$ cat src/rtl/fifo_pkg.sv
// Shared definitions for the async FIFO read-side logic: drain FSM encoding
// and the default word width.
package fifo_pkg;

    typedef enum logic {
        IDLE  = 1'b0,
        DRAIN = 1'b1
    } rd_state_t;

    localparam int DEFAULT_DATA_WIDTH = 32;

endpackage

$ cat src/rtl/skid_buf2.sv
// Two-entry register FIFO. Slot 0 is always the head, so head_data is a plain
// register and stays stable while nothing is popped.
module skid_buf2
    import fifo_pkg::*;
#(
    parameter int DATA_WIDTH = DEFAULT_DATA_WIDTH
) (
    input  logic                  clk,
    input  logic                  rst_n,
    input  logic                  push,
    input  logic [DATA_WIDTH-1:0] push_data,
    input  logic                  pop,
    output logic [DATA_WIDTH-1:0] head_data,
    output logic [1:0]            occ,
    output logic                  overflow
);

    logic [DATA_WIDTH-1:0] slot0_q;
    logic [DATA_WIDTH-1:0] slot1_q;
    logic [DATA_WIDTH-1:0] slot0_d;
    logic [DATA_WIDTH-1:0] slot1_d;
    logic [1:0]            occ_q;
    logic [1:0]            occ_d;
    logic                  pop_ok;

    assign pop_ok    = pop && (occ_q != 2'd0);
    assign overflow  = push && (occ_q == 2'd2) && !pop_ok;
    assign head_data = slot0_q;
    assign occ       = occ_q;

    always_comb begin
        // NOTE: every always_comb output gets its default first, so no path through the case can infer a latch.
        slot0_d = slot0_q;
        slot1_d = slot1_q;
        occ_d   = occ_q;
        case (occ_q)
            2'd0: begin
                if (push) begin
                    slot0_d = push_data;
                    occ_d   = 2'd1;
                end
            end
            2'd1: begin
                if (push && pop_ok) begin
                    slot0_d = push_data;
                end else if (push) begin
                    slot1_d = push_data;
                    occ_d   = 2'd2;
                end else if (pop_ok) begin
                    occ_d = 2'd0;
                end
            end
            default: begin
                // Full: a push without a pop is dropped and reported as overflow.
                if (pop_ok) begin
                    slot0_d = slot1_q;
                    if (push) begin
                        slot1_d = push_data;
                    end else begin
                        occ_d = 2'd1;
                    end
                end
            end
        endcase
    end

    always_ff @(posedge clk or negedge rst_n) begin
        if (!rst_n) begin
            // NOTE: the data slots are reset as well, because slot 0 is the registered stream output and must read 0 out of reset.
            slot0_q <= '0;
            slot1_q <= '0;
            occ_q   <= 2'd0;
        end else begin
            // NOTE: non-blocking assignments so every register samples the pre-edge values.
            slot0_q <= slot0_d;
            slot1_q <= slot1_d;
            occ_q   <= occ_d;
        end
    end

endmodule

$ cat src/rtl/fifo_rd_stream_adapter.sv
// Read-side consumer of the async FIFO: issues read strobes, absorbs the
// one-cycle read latency in a 2-entry skid buffer and presents a valid/ready stream.
module fifo_rd_stream_adapter
    import fifo_pkg::*;
#(
    parameter int DATA_WIDTH    = DEFAULT_DATA_WIDTH,
    parameter int BURST_MODE    = 1,
    parameter int FLUSH_TIMEOUT = 64,
    parameter int CNT_WIDTH     = 32
) (
    input  logic                  clk_r,
    input  logic                  reset_r,
    input  logic [DATA_WIDTH-1:0] fifo_rdata,
    input  logic                  fifo_empty,
    input  logic                  fifo_alm_empty,
    output logic                  fifo_red_enable,
    output logic [DATA_WIDTH-1:0] out_data,
    output logic                  out_valid,
    input  logic                  out_ready,
    output logic [CNT_WIDTH-1:0]  word_count,
    output logic                  drain_active,
    output logic                  ovf_err
);

    localparam int TIMER_WIDTH = (FLUSH_TIMEOUT > 1) ? $clog2(FLUSH_TIMEOUT) : 1;
    localparam logic [TIMER_WIDTH-1:0] TIMER_MAX = TIMER_WIDTH'(FLUSH_TIMEOUT - 1);

    rd_state_t              state_q;
    rd_state_t              state_d;
    logic                   inflight_q;
    logic [TIMER_WIDTH-1:0] timer_q;
    logic [1:0]             occ;
    logic                   pop;
    logic                   overflow;
    logic                   start_drain;

    assign out_valid    = (occ != 2'd0);
    assign pop          = out_valid && out_ready;
    assign drain_active = (state_q == DRAIN);

    // Words already buffered plus the one in flight must leave room for the next read.
    assign fifo_red_enable = (state_q == DRAIN) && !fifo_empty
                             && (({1'b0, occ} + {2'b00, inflight_q}) < 3'd2);

    // In burst mode the drain waits for a burst, or for trailing words that idled too long.
    assign start_drain = (BURST_MODE == 0) ? !fifo_empty
                       : (!fifo_alm_empty || (!fifo_empty && (timer_q == TIMER_MAX)));

    always_comb begin
        state_d = state_q;
        case (state_q)
            IDLE:  if (start_drain) state_d = DRAIN;
            DRAIN: if (fifo_empty && !fifo_red_enable) state_d = IDLE;
        endcase
    end

    always_ff @(posedge clk_r or negedge reset_r) begin
        if (!reset_r) begin
            state_q    <= IDLE;
            inflight_q <= 1'b0;
            timer_q    <= '0;
            word_count <= '0;
            ovf_err    <= 1'b0;
        end else begin
            state_q    <= state_d;
            inflight_q <= fifo_red_enable;
            if (pop) begin
                word_count <= word_count + CNT_WIDTH'(1);
            end
            if (overflow) begin
                ovf_err <= 1'b1;
            end
            if ((state_q != IDLE) || fifo_empty || (state_d == DRAIN)) begin
                timer_q <= '0;
            end else if (timer_q != TIMER_MAX) begin
                timer_q <= timer_q + TIMER_WIDTH'(1);
            end
        end
    end

    // A word read in the previous cycle is captured unconditionally, even after leaving DRAIN.
    skid_buf2 #(
        .DATA_WIDTH (DATA_WIDTH)
    ) u_skid (
        .clk       (clk_r),
        .rst_n     (reset_r),
        .push      (inflight_q),
        .push_data (fifo_rdata),
        .pop       (pop),
        .head_data (out_data),
        .occ       (occ),
        .overflow  (overflow)
    );

endmodule
$ cat config.mk
export PLATFORM = sky130hd
export DESIGN_NAME = fifo_rd_stream_adapter
export DESIGN_NICKNAME = d
export VERILOG_FILES = /design/src/rtl/fifo_pkg.sv /design/src/rtl/skid_buf2.sv /design/src/rtl/fifo_rd_stream_adapter.sv
export SDC_FILE = /design/constraint.sdc
export NUM_CORES = 1
export LEC_CHECK = 0
export ABC_CLOCK_PERIOD_IN_PS = 1700
export BUFFER_PORTS_ARGS = -buffer_cell sky130_fd_sc_hd__buf_2
export CELL_PAD_IN_SITES_DETAIL_PLACEMENT = 1
export CELL_PAD_IN_SITES_GLOBAL_PLACEMENT = 2
export CORE_MARGIN = 8
export CORE_UTILIZATION = 31
export CTS_CLUSTER_SIZE = 14
export DETAILED_ROUTE_END_ITERATION = 10
export PLACE_DENSITY = 0.74
export SLEW_MARGIN = 0
export SYNTH_ARGS = -nofsm -noshare
export SYNTH_HDL_FRONTEND = slang
export SYNTH_SLANG_ARGS = --single-unit
$ cat constraint.sdc
create_clock -name clk_r -period 1.7 [get_ports clk_r]
set_input_delay 0.34 -clock clk_r [delete_from_list [all_inputs] [get_ports clk_r]]
set_output_delay 0.34 -clock clk_r [all_outputs]
set_load 0.01 [all_outputs]
# After elaboration in Yosys (flattened, before gate mapping)
# Index checks and enable logic that the tools add are counted.
[totals] input_bits=37 reg_bits=107
[classes] bitwise_logic=2 eq_ne=9 n_addsub=3 n_reduce_logical=24 mux=20 n_lt_le_gt_ge=1
[ops] operator="32-bit 2-to-1 mux" count=6
[ops] operator="32-bit case mux with 2 select lines" count=2
[ops] operator="32-bit by 1-bit adder with 32-bit output, second input constant" count=1
[ops] operator="2-bit 2-to-1 mux" count=6
[ops] operator="6-bit 2-to-1 mux" count=2
[ops] operator="1-bit logical AND" count=9
[ops] operator="6-bit by 1-bit adder with 6-bit output, second input constant" count=1
[ops] operator="6-bit equality test, second input constant" count=1
[ops] operator="6-bit inequality test, second input constant" count=1
[ops] operator="3-bit AND reduction" count=2
[ops] operator="2-bit nonzero test" count=3
[ops] operator="5-bit AND reduction" count=1
[ops] operator="1-bit zero test" count=4
[ops] operator="2-bit inequality test, second input constant" count=2
[ops] operator="2-bit case mux with 2 select lines" count=1
[ops] operator="2-bit by 1-bit adder with 3-bit output" count=1
[ops] operator="1-bit logical OR" count=3
[ops] operator="3-bit by 2-bit < comparator with 1-bit output, second input constant" count=1
[ops] operator="3-bit by 1-bit inequality test with 1-bit output, second input constant" count=1
[ops] operator="3-bit by 2-bit inequality test with 1-bit output, second input constant" count=1
[ops] operator="3-bit nonzero test" count=1
[ops] operator="2-bit by 1-bit equality test with 1-bit output, second input constant" count=1
[ops] operator="2-bit equality test, second input constant" count=1
[ops] operator="2-bit zero test" count=1
[ops] operator="4 further kinds" count=6

# Longest topological paths before layout
[logic_depth] depth_word=9 mapped_depth=6 ltp_nobuf=5

# Modules after synthesis
# A second synthesis with hierarchy kept.
[hier_totals] cells_unflattened=470 hier_area_um2=5471.5
[modules_own_cells] module="skid_buf2" area_per_inst_um2=3607.2 cells_per_inst=308 seq_area_each_um2=1651.6 n_inst=1
[modules_own_cells] module="fifo_rd_stream_adapter" area_per_inst_um2=1864.3 cells_per_inst=162 seq_area_each_um2=1026.0 n_inst=1

# Least setup slack after synthesis
# OpenSTA, ideal clock, no wires.
[synth_path] path_type="register to register" start="reg word_count[7]" end="reg word_count[30]" n_path_buf=1 setup_ps=79 setup_slack_ps=-138 arrival_time_ps=1759 stages_incl_launch_ff=6 synth_period_minus_slack_ps=1838 cell_sequence="dfrtp_1 nand4_2 or4_4 buf_6 nor4_2 xor2_1"
[synth_between] elab_chain_len=1
[synth_lines] item="start: declaration" line_no="fifo_rd_stream_adapter.sv:20" source="output logic [CNT_WIDTH-1:0] word_count,"
[synth_lines] item="start signal: assignment" line_no="fifo_rd_stream_adapter.sv:68" source="word_count <= word_count + CNT_WIDTH'(1);"
[synth_lines] item="32-bit by 1-bit adder with 32-bit output" line_no="fifo_rd_stream_adapter.sv:68"
# No other way between the ends.
# A chain may end at the register's enable or synchronous reset.

# Worst setup path after layout
[layout_path] start="reg word_count[5]" end="reg word_count[27]"
# The elaborated chain is that of the path after synthesis.

==> out/qor.csv <==
metric,value,unit
Tmin final,1800,ps
number of synthesized flops with an enable pin,0,
power per cell area,1350,nW/um^2
clock skew,7.67,ps
# nets final,573,
adder and majority gate portion of the synthesized area,0.542,%
"area leader, netlist",dfrtp_1,
Vias,3512,
Hold Fails Final Rpt,0,
Crit Reg-Reg Endpoint,word_count[27]$_DFFE_PN0P_,
routed len/inst,17.4,um
xor and xnor fraction of the mapped netlist area,6.64,%
Initial Util,31.8,%
Compound-Gate Fraction of Synth Area,5.50,%
Peak VDD IR,0.000860,V
hold slack,188,ps
core area,14500,sq um
Syn Area/Cell,12.0,sq um
largest net degree at the start of global routing,53,
cts bufs inserted,9,
Max-slew headroom,70.1,%
die area,19000,sq um
Hold EP,drain_active$_DFF_PN0_,
Vias/cell,4.85,
initial drt markers,139,
Syn Std Cell Area,4620,sq um
Mapped Cells,386,
Finished Cell Area,6190,sq um
final setup vio count,8,
fill count,1619,
Worst Hold Path Cells,2,
top-count cell post-synth,dfrtp_1,
multi-input logic area,2000,sq um
Area after DPL,5710,sq um
ratio of cells with drive above 1 in the final layout,42.7,%
overall routing resource usage,13.1,%
asr flop ratio synth,100,%
DRC violations left,0,
failing checks,negative setup slack,
fin worst setup slack,-104,ps
Die Ht,138,um
R2R Setup Slk,-100,ps
Worst-Skew Late Latency,350,ps
Longest Clk Path Bufs,2,
IO buf count,104,
most common flop cell mapped by yosys,dfrtp_1,
clock-pin slew on the worst setup and hold paths,70,ps
class of the worst hold path,input port to flip-flop,
area share of the largest cell type after synthesis,58.0,%
delay of the slowest critical-path stage,670,ps
Reg-to-Reg Start,word_count[5]$_DFFE_PN0P_,
leak pwr,3.04,nW
Worst EP arrival,2070,ps
Detail Route Antenna Nets,0,
Synthesized Nets,425,
crit-path cells,nand4_1 -> or4_4 -> nor4_2 -> xor2_1,
"wirelength, routed",12600,um
Die Wd,138,um
maximum clock rate,554,MHz
CTS tree,done,
Critical Path Start,word_count[5]$_DFFE_PN0P_,
Top Ports,105,
Yosys cell types,38,
initial antenna violation count,0,
Critical Path RT,1970,ps
multiplexer area fraction after synthesis,15.0,%
Worst path slowest cell,or4_4,
detailed placer's ending HPWL,8970,um
number of synthesized register bits,107,
most frequent cells after synthesis,"107 x dfrtp_1, 49 x nand2_1, 33 x mux2_2, 33 x o21ai_0, 32 x mux2i_1",
Synth Area in Simple Gates,12.3,%
Placed Cells,695,
post-route insts no fill,724,
crit path kind,flip-flop to flip-flop,
clk sinks,107,
Top delay family on crit path,simple AND/OR/NAND/NOR gates,
synth top area cells,"dfrtp_1 58%, mux2_2 8.1%, mux2i_1 6.9%",
post-route clock period utilization,106,%
"Core Util, Final",42.6,%
H-tree levels,3,
outcome,"complete, but fails checks",
GP Congestion,0.751,
Setup WS pre-CTS,-67.6,ps
total iterations of the first detailed-routing run,4,
CP bufs+invs,0,
HP Start,fifo_alm_empty,
max capacitance violation total,0,
main combinational cell family by area after synthesis,multiplexers,
RSZ-0062 raised after global routing,true,
worst slew pin tran,449,ps
Final Max Slew Viols,0,
CP max FO,7,
num rows,44,
vias in the first global route,3889,
crit end category,flip-flop,
Overflow after GRT,0,
"Seq/Total Area, Yosys",58.0,%
number of synthesis warnings,0,
Seq. cell area,2690,sq um
startpoint class of the critical path,flip-flop,
Root Buffer,clkbuf_16,
Area Overhead vs Synth,34.1,%
first-pass GRT wire length,20300,um
worst r2r path cells,4,
worst reg2reg max path: stages (launching register included):
cell	delay [ps]
dfrtp_1	380
nand4_1	160
or4_4	670
nor4_2	350
xor2_1	170
per-layer routing:
| layer | up-vias | wire (um) | GRT usage [%] |
|---|---|---|---|
| met5 | - | 0 | 0 |
| li1 | 1650 | - | - |
| met3 | 7 | 725 | 5.17 |
| met4 | 0 | 111 | 3.03 |
| met1 | 1777 | 5490 | 15.1 |
| met2 | 78 | 6270 | 22.3 |
kinds of logic (layout without fill, tap and decap cells):
group,count (synthesis),in the layout
other cells,0,1
mux,65,65
buf+inv,22,174
xor+xnor,35,35
compound gates,44,44
flops,107,107
fa+ha+maj,2,2
simple gates,111,112
repair_timing:
item                                    4_1_cts  5_1_grt
hold buffers                                  1        0
buffers inserted                              2        8
pin swaps                                     1       11
gates resized for setup                       9       13
endpoints found under the hold margin        25        0
cloned                                        0        1
endpoints found under the setup margin        6       47
final cells by class:
cell class              instances  area share [%]
repair buffers                154            15.7
diodes                          1          0.0404
clock buffers                  15            4.49
clock inverters                 1           0.121
flip-flops and latches        107            43.4
well taps                     184            3.72
inverters                       4           0.243
multi-input cells             258            32.3
cell usage in the layout (no fill, tap or decap), types with 2 or more instances in the layout:
master / n
buf_2: 103
xor2_1: 16
buf_12: 5
nor2_4: 2
nand2_2: 2
nand2b_1: 2
ha_1: 2
clkbuf_16: 9
xnor2_1: 19
mux2i_1: 32
buf_6: 2
nand3_1: 12
clkbuf_1: 3
inv_1: 4
nor2_1: 11
o21ai_0: 32
mux2_2: 33
nor3_2: 2
nor4_4: 4
nor4_2: 4
dfrtp_2: 8
nor3_1: 4
nand4_4: 2
and4_1: 3
buf_4: 43
clkbuf_8: 3
or4_4: 2
nand4_1: 8
nand2_1: 47
dfrtp_1: 99
sequential cells by signal, indices dropped and copies added (netlist names):
name and flops:
u_skid.head_data 32, ovf_err 1, drain_active 1, timer_q 6
u_skid.occ 2, inflight_q 1, word_count 32, u_skid.slot1_q 32
where the power goes:
| group | switching (mW) | internal (mW) | total, mW |
|---|---|---|---|
| Sequential | 0.487 | 3.37 | 3.86 |
| Clock | 0.902 | 1.12 | 2.02 |
| Combinational | 1.26 | 1.23 | 2.48 |
| Total | 2.65 | 5.71 | 8.36 |
metrics by stage:
step	setup TNS, ps	total power, mW
floorplan	-120	5.14
global placement	-20.8	6.21
detailed placement	-185	6.35
CTS	-166	8.47
global route	-1200	8.94
finish	-422	8.36
worst max path at each step:
| stage | endpoint | slack (ps) | cells past startpoint |
|---|---|---|---|
| floorplan | word_count[30]$_DFFE_PN0P_ | -30 | 5 |
| detailed placement | word_count[27]$_DFFE_PN0P_ | -70 | 4 |
| global route | word_count[29]$_DFFE_PN0P_ | -170 | 4 |
| global placement | word_count[28]$_DFFE_PN0P_ | -8 | 4 |
| CTS | word_count[27]$_DFFE_PN0P_ | -50 | 4 |
| finish | word_count[27]$_DFFE_PN0P_ | -100 | 4 |
Power figures use the tool's default switching activity.
